===== src/rtl/cache_arbiter.sv =====
// Two-port arbiter/sequencer sharing one single-ported cache between instruction fetch (port 0) and data (port 1).
// Optional feature macro CACHE_ARB_RR_EN selects round-robin; when undefined, port 1 has fixed priority.
module cache_arbiter #(
    parameter int ADDR_WIDTH = 32,
    parameter int DATA_WIDTH = 32
) (
    input  logic                  clk,
    input  logic                  reset,

    input  logic                  p0_valid,
    input  logic [ADDR_WIDTH-1:0] p0_addr,
    input  logic                  p0_read,
    input  logic                  p0_write,
    input  logic [DATA_WIDTH-1:0] p0_din,
    output logic                  p0_accept,
    output logic                  p0_resp_valid,

    input  logic                  p1_valid,
    input  logic [ADDR_WIDTH-1:0] p1_addr,
    input  logic                  p1_read,
    input  logic                  p1_write,
    input  logic [DATA_WIDTH-1:0] p1_din,
    output logic                  p1_accept,
    output logic                  p1_resp_valid,

    output logic [DATA_WIDTH-1:0] resp_dout,
    output logic                  resp_hit,

    output logic                  c_is_input_valid,
    output logic [ADDR_WIDTH-1:0] c_addr,
    output logic                  c_mem_read,
    output logic                  c_mem_write,
    output logic [DATA_WIDTH-1:0] c_din,
    input  logic                  c_is_ready,
    input  logic                  c_is_output_valid,
    input  logic [DATA_WIDTH-1:0] c_dout,
    input  logic                  c_is_hit,

    output logic [31:0]           access_count,
    output logic [31:0]           hit_count
);

    localparam logic [1:0] ST_IDLE  = 2'd0;
    localparam logic [1:0] ST_ISSUE = 2'd1;
    localparam logic [1:0] ST_WAIT  = 2'd2;

    logic [1:0]            state_q, state_d;
    logic                  owner_q, owner_d;
    logic [ADDR_WIDTH-1:0] addr_q, addr_d;
    logic                  read_q, read_d;
    logic                  write_q, write_d;
    logic [DATA_WIDTH-1:0] din_q, din_d;
    logic [31:0]           access_count_q, access_count_d;
    logic [31:0]           hit_count_q, hit_count_d;

    logic elig0;
    logic elig1;
    logic grant_any;
    logic grant_port;
    logic complete;

    // A request with read == write is malformed and simply never becomes eligible.
    assign elig0     = p0_valid & (p0_read ^ p0_write);
    assign elig1     = p1_valid & (p1_read ^ p1_write);
    assign grant_any = reset & (state_q == ST_IDLE) & c_is_ready & (elig0 | elig1);
    assign complete  = (state_q == ST_WAIT) & c_is_output_valid;

`ifdef CACHE_ARB_RR_EN
    logic last_q, last_d;

    always_comb begin
        last_d = last_q;
        if (grant_any) begin
            last_d = grant_port;
        end
    end

    always_ff @(posedge clk or negedge reset) begin
        if (!reset) begin
            last_q <= 1'b1;
        end else begin
            last_q <= last_d;
        end
    end

    // On a tie the port that did not win last time is served.
    assign grant_port = (elig0 & elig1) ? ~last_q : elig1;
`else
    assign grant_port = elig1;
`endif

    always_comb begin
        // NOTE: every _d gets its hold value first so no path leaves it unassigned and no latch is inferred.
        state_d        = state_q;
        owner_d        = owner_q;
        addr_d         = addr_q;
        read_d         = read_q;
        write_d        = write_q;
        din_d          = din_q;
        access_count_d = access_count_q;
        hit_count_d    = hit_count_q;

        case (state_q)
            ST_IDLE: begin
                if (grant_any) begin
                    state_d = ST_ISSUE;
                    owner_d = grant_port;
                    addr_d  = grant_port ? p1_addr  : p0_addr;
                    read_d  = grant_port ? p1_read  : p0_read;
                    write_d = grant_port ? p1_write : p0_write;
                    din_d   = grant_port ? p1_din   : p0_din;
                end
            end
            ST_ISSUE: begin
                state_d = ST_WAIT;
            end
            ST_WAIT: begin
                if (c_is_output_valid) begin
                    state_d        = ST_IDLE;
                    access_count_d = access_count_q + 32'd1;
                    if (c_is_hit) begin
                        hit_count_d = hit_count_q + 32'd1;
                    end
                end
            end
            default: begin
                state_d = ST_IDLE;
            end
        endcase
    end

    always_ff @(posedge clk or negedge reset) begin
        // NOTE: sequential state is written with <= so every register samples pre-edge values.
        if (!reset) begin
            state_q        <= ST_IDLE;
            owner_q        <= 1'b0;
            addr_q         <= '0;
            read_q         <= 1'b0;
            write_q        <= 1'b0;
            din_q          <= '0;
            access_count_q <= '0;
            hit_count_q    <= '0;
        end else begin
            state_q        <= state_d;
            owner_q        <= owner_d;
            addr_q         <= addr_d;
            read_q         <= read_d;
            write_q        <= write_d;
            din_q          <= din_d;
            access_count_q <= access_count_d;
            hit_count_q    <= hit_count_d;
        end
    end

    assign p0_accept        = grant_any & ~grant_port;
    assign p1_accept        = grant_any &  grant_port;

    // Responses are routed combinationally in the same cycle the cache reports completion.
    assign p0_resp_valid    = complete & ~owner_q;
    assign p1_resp_valid    = complete &  owner_q;
    assign resp_dout        = complete ? c_dout : '0;
    assign resp_hit         = complete & c_is_hit;

    assign c_is_input_valid = (state_q == ST_ISSUE);
    assign c_addr           = addr_q;
    assign c_mem_read       = read_q;
    assign c_mem_write      = write_q;
    assign c_din            = din_q;

    assign access_count     = access_count_q;
    assign hit_count        = hit_count_q;

`ifndef SYNTHESIS
    a_accept_onehot: assert property (@(posedge clk) disable iff (!reset)
        !(p0_accept && p1_accept));
    a_resp_onehot: assert property (@(posedge clk) disable iff (!reset)
        !(p0_resp_valid && p1_resp_valid));
    a_issue_follows_accept: assert property (@(posedge clk) disable iff (!reset)
        (p0_accept || p1_accept) |=> c_is_input_valid);
    a_issue_single_cycle: assert property (@(posedge clk) disable iff (!reset)
        c_is_input_valid |=> !c_is_input_valid);
`endif

endmodule


===== config.mk =====
export PLATFORM = sky130hd
export DESIGN_NAME = cache_arbiter
export DESIGN_NICKNAME = d
export VERILOG_FILES = /design/src/rtl/cache_arbiter.sv
export SDC_FILE = /design/constraint.sdc
export NUM_CORES = 1
export LEC_CHECK = 0
export ABC_AREA = 1
export BUFFER_PORTS_ARGS = -buffer_cell sky130_fd_sc_hd__buf_2
export CORE_MARGIN = 3
export CORE_UTILIZATION = 35
export CTS_CLUSTER_DIAMETER = 100
export DETAILED_ROUTE_END_ITERATION = 12
export HOLD_SLACK_MARGIN = 0.02
export PLACE_DENSITY = 0.64
export SETUP_SLACK_MARGIN = 0.4
export SYNTH_ARGS = -nofsm -noshare
export SYNTH_HDL_FRONTEND = slang
export SYNTH_SLANG_ARGS = --single-unit

===== constraint.sdc =====
create_clock -name clk -period 3.2 [get_ports clk]
set_clock_uncertainty 0.2 [all_clocks]
set_input_delay 0.32 -clock clk [delete_from_list [all_inputs] [get_ports clk]]
set_output_delay 0.32 -clock clk [all_outputs]
set_load 0.005 [all_outputs]

# Yosys cells after proc, flatten, opt, wreduce, memory -nomap -nowiden
# Index checks and enable logic that the tools add are counted.
[word_totals] output_inout_bits=168 wordCells=43 inputBits=171 ff_bits=133
[op_classes] add_sub_neg=2 n_reduce_logical=5 muxes=8 eq_ne=4 bitwise_logic=16
[ops] cell="32-bit 2-to-1 mux" count=3
[ops] cell="32-bit by 1-bit adder with 32-bit output, second input constant" count=2
[ops] cell="1-bit bitwise AND" count=11
[ops] cell="2-bit one-hot mux with 3 select lines" count=1
[ops] cell="2-bit AND reduction" count=3
[ops] cell="2-bit 2-to-1 mux" count=2
[ops] cell="2-bit inequality test, second input constant" count=2
[ops] cell="3-bit AND reduction" count=1
[ops] cell="2-bit by 1-bit equality test with 1-bit output, second input constant" count=1
[ops] cell="2-bit equality test, second input constant" count=1
[ops] cell="2-bit logical NOT" count=1
[ops] cell="1-bit 2-to-1 mux" count=2
[ops] cell="1-bit NOT" count=2
[ops] cell="1-bit bitwise XOR" count=2
[ops] cell="1-bit OR" count=1

# Depth between registers and ports, before layout
# Gate-level depths: netlist of the first run.
[logic_depth] word_depth=6 ltp_mapped=10 depth_no_buf=9

# Least setup slack after synthesis of the first run
# Ideal clock, no wire load.
[synth_path] path_type="register to output" startpoint="register state_q[1]" endpoint="output p0_accept" arrival_ps=1162 stages_incl_launch_ff=7 path_slack_ps=1518 cell_sequence="dfrtp_1 > nor3_2 > nand2_1 > nand2_2 > buf_2 > nand2_1 > inv_1"
[synth_between] elab_chain_len=5
[synth_lines] element="start: declaration" line_no="47" text="logic [1:0] state_q, state_d;"
[synth_lines] element="start signal: assignment" line_no="144" text="state_q <= state_d;"
[synth_lines] element="2-bit logical NOT" line_no="65" text="assign grant_any = reset & (state_q == ST_IDLE) & c_is_ready & (elig0 | elig1);"
[synth_lines] element="1-bit bitwise AND (3 in series)" line_no="65"
[synth_lines] element="1-bit bitwise AND" line_no="155" text="assign p0_accept = grant_any & ~grant_port;"
[synth_lines] element="end: declaration" line_no="15" text="output logic p0_accept,"
# No other way between the ends.

# Worst setup path in the final report of the first run
[layout_path] startpoint="input reset" endpoint="output p0_accept"
[layout_between] elab_chain_len=4
[layout_lines] element="start: declaration" line_no="8" text="input logic reset,"
[layout_lines] element="1-bit bitwise AND (3 in series)" line_no="65"
[layout_lines] element="1-bit bitwise AND" line_no="155"
# No other way between the ends.

==> results by stage, run 1 <==
Outcome:
- The run finished with clean final reports.

Power and ir drop:
- The share of total power dissipated in sequential elements is 0.391.
- Across the VDD grid, the largest voltage drop is 0.2697 mV.
- Summed over all cells, the static leakage comes to 6.499 nW.
- The switching share of power is 0.2779.
- For this design the total switching power over the nets is 0.001561 W.
- The clock power share is 0.394.
- For this design the ratio of total power to cell area is 508.2 nW/µm².
- The share of total power dissipated in combinational logic is 0.215.
- The internal power is 0.004055 W.
- The overall power of the completed layout is 0.005615 W.

Global route:
- For this run, the total global-route usage over all layers was measured as 0.2088.
- The number of global-route vias before repair is 7704.
- The global-route wire length before repair is 37600 µm.
- The residual overflow from global routing is 0.
- The largest net degree at the start of global routing is 69.
- The number of antenna violations at the first check in global routing is 0.

Synthesis:
- The flip-flop and latch count after synthesis is 133.
- The netlist area before placement is 7241 µm².
- The fraction of the mapped netlist area in compound gates is 0.005875.
- For this run, asynchronously set or reset flops after synthesis account for 1.000.
- Of the total synthesized cell area, the portion taken by full adders, half adders and majority gates is 0.003456.
- For this run, the number of Yosys warnings is 0.
- Sorting the synthesized cells by area gives the leading types as sky130_fd_sc_hd__dfrtp_1 46%, sky130_fd_sc_hd__nand2_1 28%, sky130_fd_sc_hd__inv_1 5.0%.
- The simple-gate share of the synthesized area is 0.4111.
- The share of the Yosys chip area taken by registers is 0.4597.
- Ranked by instance count, the synthesized netlist is headed by 544 x sky130_fd_sc_hd__nand2_1, 133 x sky130_fd_sc_hd__dfrtp_1, 96 x sky130_fd_sc_hd__inv_1, 96 x sky130_fd_sc_hd__nor2_1, 29 x sky130_fd_sc_hd__nand3_1.
- After synthesis, the largest family of logic cells by area is simple AND/OR/NAND/NOR gates.
- The post-synthesis instance total is 1033.
- The most frequently used flop master after synthesis is sky130_fd_sc_hd__dfrtp_1.
- After synthesis, the netlist uses 30 different library cells.
- The count of flip-flops with a built-in enable after synthesis is 0.
- The share of synthesized area in the top cell type comes to 0.4597.
- Averaged over all synthesized cells, the footprint is 7.009 µm².
- The synthesized design spends more area on one cell type than any other, namely sky130_fd_sc_hd__dfrtp_1.
- By instance count, the leading cell after synthesis is sky130_fd_sc_hd__nand2_1.
- The number of nets in the synthesized netlist is 1206.
- Of the total synthesized cell area, the portion taken by XOR and XNOR cells is 0.04597.
- Measured against the total synthesized area, the mux share comes to 0.

Final layout:
- Once layout is complete, the cells apart from fillers number 1758.
- The core utilization of the finished layout is 0.5549.
- The ratio of cells with drive above 1 in the final layout is 0.2713.
- The number of antenna repair diodes is 0.
- The area growth from synthesis to layout is 52.58%.
- The post-layout net count is 1653.
- After filler insertion, the fill cell instance count of the layout stands at 1876.

Placed design:
- In this run, placement finished with an instance count of 1611.
- The number of buffer cells added on primary ports is 338.
- Once detailed placement completed, the half-perimeter wirelength came to 16660 µm.
- The congestion estimate from routability-driven global placement came to 0.9258.
- At the placement stage, the worst setup path has a slack of 1.083 ns.

Clock tree:
- The clock slew at the register clock pins of the worst setup and hold paths is 0.06 ns.
- In this run the number of H-tree levels came out at 4.
- The post-CTS setup buffer count is 0.
- The clock net in this run drives a total of 133 sinks.
- The buffer type at the clock tree root is sky130_fd_sc_hd__clkbuf_16.
- The clock tree from TritonCTS is built.
- The CTS buffer count is 17.
- The clock passes through at most 2 buffers.
- The insertion delay to the later sink of the worst-skew pair is 0.41 ns.

Floorplan:
- The placeable core region is 19910 µm².
- The number of cell rows is 51.
- The initial utilization of the core area, before any placement, comes to 0.3637.
- The number of ports placed on the die boundary is 339.
- The area enclosed by the die boundary is 22450 µm².
- The die is 149.8 µm wide.
- From bottom edge to top edge, the die measures 149.8 µm.

STA:
- At the pin with the least slew margin, the transition time is 0.8509 ns.
- The count of pins over their slew limit came to 0.
- Setup total negative slack on the finished layout was measured at 0 ns.
- Of the available clock period, the critical path in the final layout requires 0.8117.
- Measured against its own limit, the worst slew margin works out to 0.4327.
- Setup repair after global routing left no endpoint under its margin.
- Across all setup checks in the final design, the least slack found is 0.6025 ns.
- The final-report hold violation count came to 0.
- The time the worst path needs with I/O delays and setup is 2.598 ns.
- The setup violation total in the final timing report is 0.
- Based on the critical path, the design can be clocked at up to 385.0 MHz.

Routing:
- The total routed wirelength is 23750 µm.
- The remaining number of nets flagged by the antenna check after routing is 0.
- The routed wirelength normalized by instance count is 13.51 µm.
- The number of DRC violations after detailed routing is 0.
- The number of violations reported at the end of detailed-routing iteration 0 is 314.
- After detailed routing, the number of vias per cell comes to 4.502.
- The via count of the routed design is 7915.
- The pre-antenna-repair detailed-routing pass consisted of 5 iterations.

Critical path:
- The critical path goes through dlygate4sd3_1 > buf_6 > nand2_1 > nor3_2 > nand2_1 > nand2_4 > buf_12 > nand2_1 > inv_1 > buf_2.
- At the worst endpoint, the arrival time is 2.08 ns.
- The critical path is of the input port to output port type.
- The startpoint kind of the worst setup timing path is an input port.
- The largest individual stage delay along the critical path comes from the cell sky130_fd_sc_hd__dlygate4sd3_1.
- The maximum fanout along the worst path is 34.
- The delay contributed by the slowest stage of the critical path is 0.54 ns.
- STA classifies the critical path endpoint as an output port.
- The most repeated library cell on the critical path is sky130_fd_sc_hd__nand2_1.
- The setup slack of the most critical reg-to-reg path is 1.09 ns.
- The data required time of the critical path is 2.68 ns.

Worst hold path:
- The kind of path behind the tightest hold check is input port to register.

Job:
- Across the run, the number of max-cap violations was 0.
-- cell type report --
type / count / area, µm² / share of cell area
inverter: 98 / 367.9 / 0.03330
tap: 265 / 331.6 / 0.03001
sequential: 133 / 3328 / 0.3012
clock buffer: 21 / 480.5 / 0.04349
clock inverter: 11 / 196.4 / 0.01778
timing repair buffer: 460 / 2954 / 0.2674
multi-input combinational: 770 / 3390 / 0.3068
-- state kept, by name (all words and copies together) (netlist names) --
signal / cells
c_mem_write: 1
c_addr: 32
hit_count: 32
owner_q: 1
c_din: 32
c_mem_read: 1
state_q: 2
access_count: 32
-- cells in the final DEF, fill, tap and decap left out, drive strengths merged --
cell type / instances
a21oi: 1
and2: 1
buf: 345
bufinv: 5
clkbuf: 22
clkinv: 4
clkinvlp: 2
dfrtp: 133
dlygate4sd3: 114
ha: 2
inv: 98
nand2: 549
nand3: 31
nand3b: 9
nand4: 14
nor2: 109
nor3: 9
o21ai: 6
o21bai: 1
xnor2: 21
xor2: 17
-- path summary, 6_finish.rpt --
| kind | end | from | depth (start not counted) |
|---|---|---|---|
| setup / recovery | p0_accept | reset | 10 |
| hold reg to reg | c_din[27] | c_din[27] | 2 |
| hold / removal | c_din[27] | p1_din[27] | 5 |
| setup reg to reg | access_count[24] | state_q[0] | 8 |
| max in group asynchronous | c_din[4] | reset | 3 |
| min in group asynchronous | access_count[17] | reset | 2 |
-- through the flow --
stage / hold WS (ns) / cell area (µm²)
5_1_grt: 0.04146 / 11050
3_5_place_dp: -0.05328 / 9200
3_3_place_gp: -0.05488 / 9200
2_1_floorplan: -0.1756 / 7241
4_1_cts: 0.02011 / 11020
6_report: 0.03035 / 11050
-- what timing repair did --
item | CTS | global route
resized for setup | 0 | 1
hold endpoints to repair | 128 | 0
hold buffers | 114 | 0
endpoints found under the setup margin | 0 | 1
-- routing by layer --
metal	vias to the layer above	part of all wire	wire [µm]	global-route usage
met1	3609	0.41	9837	0.2478
met5	-	0	0	0
met2	262	0.49	11570	0.3544
met4	0	0.027	651	0.08188
met3	55	0.071	1690	0.06360
li1	3989	-	-	-
-- cell families (layout without fill, tap and decap cells) --
group,Yosys count,in the layout
adder cells (fa/ha/maj),2,2
AND/OR/NAND/NOR,722,722
buffers and inverters,130,590
XOR/XNOR,38,38
flip-flops,133,133
AO/OA/AOI/OAI,8,8
-- power by group through the flow --
stage	Combinational [W]	Clock, W	Sequential (W)
2_1_floorplan	0.000425	0	0.00222
3_3_place_gp	0.00105	0	0.00220
4_1_cts	0.00121	0.00228	0.00219
3_5_place_dp	0.00108	0	0.00221
6_report	0.00121	0.00221	0.00219
5_1_grt	0.00137	0.00235	0.00223
-- critical path: cells and delay by family --
kind | cells | cell delay [ns]
buffers and inverters | 5 | 1.10
AND/OR/NAND/NOR | 5 | 0.62
Note: power is estimated with default switching activity, not from simulation.
==> run 2: changes to the inputs <==
- clock period: 3.2 -> 2.6 ns (I/O delays scaled with it)
==> results by stage, run 2 (synthesized netlist as in run 1, its figures left out) <==
Final layout:
- The area overhead of the layout relative to synthesis is 56.56%.
- The number of non-filler instances in the completed layout is 1785 (+1.5%).
- The post-layout net count was 1681 (+1.7%).
- The most common cell after layout, fill and taps aside is sky130_fd_sc_hd__nand2_1.
- The number of antenna repair diodes was 0 (unchanged).
- Leaving out fill and tap cells, the most frequent cells in the layout are 541 x sky130_fd_sc_hd__nand2_1, 338 x sky130_fd_sc_hd__buf_2, 132 x sky130_fd_sc_hd__dfrtp_1.
- The ratio of cells with drive above 1 in the final layout is 0.2750 (+0.003734).
- The fill cell total of the finished layout is 1832 (-2.3%).

STA:
- The time the worst path needs with I/O delays and setup is 2.116 ns.
- The setup violation total in the final timing report is 0 (unchanged).
- Of the available clock period, the critical path in the final layout requires 0.8138.
- The measured slew at the worst slew-check pin is 0.8761 ns (+0.02517 ns).
- Timing would allow up to 472.6 MHz.
- The worst relative slew slack is 0.4159 (-0.01678).
- The final-report hold violation count came to 0 (unchanged).
- The sum of negative setup slack is 0 ns (unchanged).
- Setup repair after global routing left no endpoint under its margin.
- The count of pins over their slew limit is 0 (unchanged).

Clock tree:
- The clock tree from TritonCTS is built.
- The clock sink total is 133 (unchanged).
- The insertion delay to the later sink of the worst-skew pair was 0.41 ns (about the same).
- The CTS buffer count is 17 (unchanged).
- The maximum level of the CTS H-tree is 4 (unchanged).
- The maximum number of buffers from clock root to sink is 2 (unchanged).
- The clock slew at the register clock pins of the worst setup and hold paths is 0.06 ns (about the same).
- The buffer type at the clock tree root is sky130_fd_sc_hd__clkbuf_16.

Global route:
- The global-route usage over all layers is 0.2163 (+0.007432).
- The global-route wire length before repair is 38960 µm (+3.6%).
- The residual overflow from global routing was 0 (unchanged).
- The largest net degree at the start of global routing came to 68 (-1.4%).
- The number of global-route vias before repair came to 7942 (+3.1%).
- The number of antenna violations at the first check in global routing is 0 (unchanged).

Routing:
- The via count of the routed design came to 8190 (+3.5%).
- The number of detailed-route iterations in the first pass came to 7 (+2).
- The total routed wirelength is 24940 µm (+5.0%).
- The number of DRC violations after detailed routing is 0 (unchanged).
- The routed wirelength normalized by instance count came to 13.97 µm (+3.5%).
- The per-cell via count in the routed design is 4.588 (+1.9%).
- The number of violations reported at the end of detailed-routing iteration 0 was 474 (+51%).
- The remaining number of nets flagged by the antenna check after routing is 0 (unchanged).

Power and ir drop:
- The power per cell area is 619.8 nW/µm² (+22%).
- The reported leakage power is 6.636 nW (+2.1%).
- The worst vdd rail ir drop is 0.4126 mV (+53%).

Critical path:
- The element type at the critical path end is an output port.
- The startpoint kind of the worst setup timing path is a register.
- The critical path is of the register to output port type.
- The maximum fanout along the worst path was 6 (-82%).
- The path depth of the worst reg2reg path is 8 (unchanged).
- The data arrival time at the worst-slack endpoint is 1.66 ns (-0.42 ns).
- The data required time of the critical path is 2.14 ns (-0.54 ns).

Floorplan:
- The number of ports placed on the die boundary is 339 (unchanged).
- The height of the die was 149.8 µm (unchanged).
- The effective utilization at floorplan is 0.3637 (unchanged).
- The placeable core region is 19910 µm² (unchanged).
- The number of cell rows came to 51 (unchanged).
- The x dimension of the die is 149.8 µm (unchanged).
- The area enclosed by the die boundary is 22450 µm² (unchanged).

Worst hold path:
- The worst hold path stage count is 4 (-1).
- The min-delay analysis places its worst path in the category input port to register.

Outcome:
- The flow ran to the end, and the final reports show no timing, DRC or antenna violations.

Placed design:
- The half-perimeter wire length after detailed placement was 16940 µm (+1.7%).
- The number of placed cells counting well taps is 1612 (+0.062%).
- The placer congestion estimate is 0.9118 (-1.5%).
- The number of buffer cells added on primary ports is 338 (unchanged).

Job:
- The number of maximum-capacitance violations is 0 (unchanged).
==> run 2: cell types whose count changed in the layout (fill, tap and decap cells not counted), moves of 3 or more <==
cell	change
sky130_fd_sc_hd__dlygate4sd3_1	+17
sky130_fd_sc_hd__buf_4	+8
sky130_fd_sc_hd__clkbuf_8	-3
sky130_fd_sc_hd__nand2_1	-3
sky130_fd_sc_hd__nand2_2	+3
==> run 2: repair_timing <==
item / CTS / global route
endpoints found under the setup margin: 29 / 1
pin swaps: 3 / 3
resized for setup: 3 / 4
hold buffers: 129 / 2
cloned: 1 / 1
buffers inserted: 3 / 6
endpoints found under the hold margin: 131 / 41
==> run 2: worst max-delay path: stages (launching register included) <==
cell,delay [ns]
sky130_fd_sc_hd__dfrtp_2,0.43
sky130_fd_sc_hd__nor3_4,0.24
sky130_fd_sc_hd__nand2_2,0.12
sky130_fd_sc_hd__nand2_4,0.11
sky130_fd_sc_hd__buf_12,0.13
sky130_fd_sc_hd__nand2_2,0.05
sky130_fd_sc_hd__inv_1,0.07
sky130_fd_sc_hd__buf_2,0.11
==> run 2: worst paths after layout <==
path,from,to,slack [ns]
setup / recovery,state_q[1],p0_accept,0.48
hold / removal,p1_write,c_mem_read,0.08
setup reg to reg,state_q[0],access_count[13],0.72
hold reg to reg,c_din[5],c_din[5],0.26
max in group asynchronous,reset,state_q[1],0.76
min in group asynchronous,reset,access_count[31],0.27
==> run 2: area by class of cell <==
class | instances | area, µm² | share of cell area
multi-input cells | 770 | 3403 | 0.3002
repair buffers | 488 | 3233 | 0.2852
clock inverters | 12 | 227.7 | 0.02009
flip-flops and latches | 133 | 3329 | 0.2937
clock buffers | 19 | 442.9 | 0.03907
inverters | 98 | 367.9 | 0.03245
well taps | 265 | 331.6 | 0.02925
==> run 2: stage by stage <==
step                power (W)  hold slack, ns  instance area [µm²]  setup slack, ns    util
floorplan            0.003259         -0.2356                 7241           0.9514       -
global placement     0.004019        -0.09863                 9208           0.6821  0.4625
detailed placement   0.004038        -0.09427                 9208           0.6768  0.4625
CTS                  0.007051         -0.5422                11240           0.3854  0.5644
global route         0.007413         0.08687                11340           0.3874  0.5694
finish               0.007026         0.07764                11340           0.4841  0.5694
==> run 2: per-layer routing <==
layer	up-vias	part of all wire	global-route usage	wire length, µm
li1	4055	-	-	-
met1	3780	0.41	0.2641	10220
met2	310	0.49	0.3681	12280
met3	45	0.073	0.05754	1814
met4	0	0.025	0.07731	627
met5	-	0	0	0
==> run 2: power by group <==
part | internal, W | switching, W
Combinational | 0.000786 | 0.000777
Sequential | 0.00245 | 0.000255
Clock | 0.00182 | 0.000938
==> run 3: changes to the inputs <==
- ABC_AREA: 1 -> 0
- PLACE_DENSITY: 0.64 -> 0.67
- clock period: 2.6 -> 2.15 ns (I/O delays scaled with it)
==> results by stage, run 3 <==
Outcome:
- The flow ran to the end, but the final reports show violations.
- The checks that failed: negative setup slack.

Synthesis:
- The most frequently used flop master after synthesis is sky130_fd_sc_hd__dfrtp_1.
- The library cell with the largest summed area after synthesis is sky130_fd_sc_hd__dfrtp_1.
- The average instance area after synthesis came to 10.16 µm² (+45%).
- The simple-gate share of the synthesized area is 0.1948 (-0.2163).
- The number of nets in the synthesized netlist is 771 (-36%).
- The part of the Yosys area used for sequential elements is 0.5478 (+0.08813).
- The share of synthesized cell area in full adder, half adder and majority cells is 0.004119 (+0.0006626).
- The netlist area before placement came to 6076 µm² (-16%).
- The share of synthesized registers carrying an async set or reset was 1.000 (unchanged).
- The fraction of synthesized cell area in xor and xnor cells is 0.09226 (+0.04629).
- The total of warnings raised by yosys was 0 (unchanged).
- sky130_fd_sc_hd__dfrtp_1 is the most common cell in the netlist.
- The count of flip-flops with a built-in enable after synthesis came to 0 (unchanged).
- The post-synthesis cell type count is 36 (+20%).
- The post-synthesis instance total is 598 (-42%).
- The share of the synthesized area in the top cell type is 0.5478 (+0.08813).
- The largest family of logic cells by synthesized area is simple AND/OR/NAND/NOR gates.
- The proportion of synthesized area in mux cells is 0.02657 (+0.02657).
- Sorting the synthesized cells by how often they occur yields 133 x sky130_fd_sc_hd__dfrtp_1, 78 x sky130_fd_sc_hd__nor2_1, 64 x sky130_fd_sc_hd__a21oi_1.
- The flip-flop and latch count after synthesis is 133 (unchanged).
- By area the synthesized netlist is led by sky130_fd_sc_hd__dfrtp_1 55%, sky130_fd_sc_hd__xnor2_1 7.2%, sky130_fd_sc_hd__a21oi_1 5.3%.
- The fraction of the mapped netlist area in compound gates is 0.1093 (+0.1035).

Critical path:
- The maximum fanout along the worst path was 5 (-1).
- The element type at the critical path end is a register.
- The data arrival time at the worst-slack endpoint is 2.34 ns (+0.68 ns).
- The slowest stage of the critical path is the sky130_fd_sc_hd__dfrtp_1 cell.
- The sum of buffers and inverters on the critical path is 6 (+3).
- The signal on the critical path passes through buf_6 > nor2_4 > nand3_4 > buf_6 > a21oi_4 > buf_6 > buf_12 > buf_12 > clkbuf_16 > nor2_2 > a21oi_1.
- The delay contributed by the slowest stage of the critical path is 0.42 ns (about the same).
- STA classifies the critical path startpoint as a register.
- The critical path class is register to register.
- The data required time of the critical path is 2.25 ns (+0.11 ns).
- The family of cells with the greatest summed delay on the critical path is buffers and inverters.
- The most repeated library cell on the critical path is sky130_fd_sc_hd__buf_6.

Clock tree:
- The maximum number of buffers from clock root to sink is 2 (unchanged).
- The tree is rooted in a sky130_fd_sc_hd__clkbuf_16.
- The insertion delay to the later sink of the worst-skew pair is 0.42 ns (about the same).
- The clock tree from TritonCTS is built.
- The maximum level of the CTS H-tree is 4 (unchanged).
- The CTS buffer count was 17 (unchanged).
- The clock sink total is 133 (unchanged).
- The clock slew at the register clock pins of the worst setup and hold paths is 0.07 ns (about the same).

Job:
- The number of maximum-capacitance violations is 0 (unchanged).

Floorplan:
- The number of ports placed on the die boundary came to 339 (unchanged).
- The area enclosed by the die boundary is 18980 µm² (-15%).
- The placeable core region is 16760 µm² (-16%).
- The effective utilization at floorplan is 0.3625 (-0.001164).
- The x dimension of the die is 137.8 µm (-8.1%).
- The height of the die is 137.8 µm (-8.1%).
- The number of cell rows was 47 (-7.8%).

Routing:
- The routed wirelength normalized by instance count is 22.33 µm (+60%).
- The remaining number of nets flagged by the antenna check after routing is 0 (unchanged).
- The number of detailed-route iterations in the first pass came to 5 (-2).
- The number of violations reported at the end of detailed-routing iteration 0 came to 525 (+11%).
- The via count of the routed design is 7473 (-8.8%).
- The total routed wirelength is 30640 µm (+23%).
- The per-cell via count in the routed design was 5.447 (+19%).
- The number of DRC violations after detailed routing is 0 (unchanged).

Final layout:
- In the layout the commonest cells are 336 x sky130_fd_sc_hd__buf_2, 134 x sky130_fd_sc_hd__dlygate4sd3_1, 127 x sky130_fd_sc_hd__dfrtp_1.
- The number of non-filler instances in the completed layout is 1372 (-23%).
- The ratio of cells with drive above 1 in the final layout is 0.5131 (+0.2381).
- From synthesis to final layout, the design area changed by 93.39%.
- The most common cell after layout, fill and taps aside is sky130_fd_sc_hd__buf_2.
- The final non-filler cell area was 11750 µm² (+3.7%).
- The post-layout net count is 1302 (-23%).

Power and ir drop:
- The power share of the sequential group is 0.374 (-0.010).
- The combinational fraction of design power is 0.284 (+0.062).
- The switching share of power came to 0.3186 (+0.03824).
- The net switching power of the design is 0.002986 W (+52%).
- The power per cell area is 797.7 nW/µm² (+29%).
- The clock power share is 0.342 (-0.051).
- The overall power of the completed layout is 0.009373 W (+33%).
- The internal power is 0.006387 W (+26%).
- The worst vdd rail ir drop was 0.6229 mV (+51%).
- The reported leakage power was 5.717 nW (-14%).

STA:
- The time the worst path needs with I/O delays and setup is 2.235 ns.
- The worst relative slew slack is 0.4091 (-0.006864).
- The worst hold margin is 0.05897 ns (-0.01867 ns).
- The count of pins over their slew limit came to 0 (unchanged).
- Static timing analysis puts the maximum clock frequency at 447.5 MHz.
- The setup violation total in the final timing report is 1 (+1).
- Of the available clock period, the critical path in the final layout requires 1.039.
- The minimum setup slack in the final design came to -0.08487 ns (-0.5690 ns).
- The final-report hold violation count is 0 (unchanged).
- The measured slew at the worst slew-check pin is 0.8864 ns (+0.01030 ns).
- Setup repair after global routing could not meet its margin everywhere.

Global route:
- The residual overflow from global routing is 0 (unchanged).
- The global-route usage over all layers is 0.2678 (+0.05152).
- The number of antenna violations at the first check in global routing is 8 (+8).
- The number of global-route vias before repair came to 7070 (-11%).
- The global-route wire length before repair is 38800 µm (-0.43%).
- The largest net degree at the start of global routing is 71 (+4.4%).

Placed design:
- The total cell area at the placement stage was 8107 µm² (-12%).
- The placer congestion estimate was 0.8120 (-11%).
- The half-perimeter wire length after detailed placement is 14830 µm (-12%).
- The number of placed cells counting well taps came to 1136 (-30%).
- The number of buffer cells added on primary ports is 338 (unchanged).

Worst hold path:
- The kind of path behind the tightest hold check is input port to register.
[run 3: changes by cell type after synthesis, sizes merged, moves of 23 or more]
cell    previous run  this run
o22ai              0        50
a21oi              1        65
nand2            549        33
buf               28         5
clkbuf             4        29
inv               98         5
nor2             109        79
xnor2             21        50
and2               1        39
[run 3: worst register-to-register path, stage by stage, from the launching register on]
cell	delay [ns]
sky130_fd_sc_hd__dfrtp_1	0.42
sky130_fd_sc_hd__buf_6	0.14
sky130_fd_sc_hd__nor2_4	0.13
sky130_fd_sc_hd__nand3_4	0.10
sky130_fd_sc_hd__buf_6	0.13
sky130_fd_sc_hd__a21oi_4	0.13
sky130_fd_sc_hd__buf_6	0.14
sky130_fd_sc_hd__buf_12	0.13
sky130_fd_sc_hd__buf_12	0.12
sky130_fd_sc_hd__clkbuf_16	0.17
sky130_fd_sc_hd__nor2_2	0.04
sky130_fd_sc_hd__a21oi_1	0.29
[run 3: cell type report]
cell class	count	area (µm²)
repair buffers	544	4143
well taps	220	275.3
fillers	1136	5010
clock buffers	21	460.4
clock inverters	11	172.7
multi-input cells	428	3319
flip-flops and latches	133	3336
inverters	5	18.77
diodes	10	25.02
[run 3: stage by stage]
step / TNS [ns] / util / setup WS (ns)
2_1_floorplan: 0 / - / 0.3612
3_3_place_gp: 0 / 0.4837 / 0.1801
3_5_place_dp: 0 / 0.4837 / 0.1713
4_1_cts: 0 / 0.6446 / 0.1613
5_1_grt: -0.1135 / 0.7009 / -0.1135
6_report: -0.08487 / 0.7011 / -0.08487
[run 3: kinds of logic after synthesis]
kind of cell    count (synthesis)
xor+xnor                       64
flops                         133
compound gates                119
simple gates                  225
buf+inv                        39
fa+ha+maj                       2
mux                            16
[run 3: timing repair]
item / 4_1_cts / 5_1_grt
hold buffers: 133 / 1
gates resized for setup: 45 / 171
pin swaps: 14 / 23
cloned: 11 / 8
setup endpoints to repair: 144 / 154
buffers inserted: 29 / 12
hold endpoints to repair: 201 / 1
[run 3: final timing paths]
check / from / endpoint / slack [ns] / cells past startpoint
setup / recovery: state_q[1] / c_addr[12] / -0.08 / 11
hold / removal: c_is_output_valid / state_q[1] / 0.06 / 3
setup reg to reg: state_q[1] / c_addr[12] / -0.08 / 11
hold reg to reg: hit_count[31] / hit_count[31] / 0.26 / 1
max in group asynchronous: reset / hit_count[19] / 0.64 / 3
min in group asynchronous: reset / owner_q / 0.44 / 3
[run 3: layer usage]
metal,track usage,part of all wire,up-vias
li1,-,-,3170
met1,0.3157,0.36,3613
met2,0.4398,0.48,527
met3,0.08145,0.092,163
met4,0.1394,0.068,0
met5,0,0,-
[run 3: power groups by stage]
| stage | combinational (W) | sequential, W | clock [W] |
|---|---|---|---|
| 2_1_floorplan | 0.000639 | 0.00335 | 0 |
| 3_3_place_gp | 0.00159 | 0.00333 | 0 |
| 3_5_place_dp | 0.00163 | 0.00332 | 0 |
| 4_1_cts | 0.00205 | 0.00330 | 0.00320 |
| 5_1_grt | 0.00282 | 0.00354 | 0.00335 |
| 6_report | 0.00266 | 0.00351 | 0.00321 |
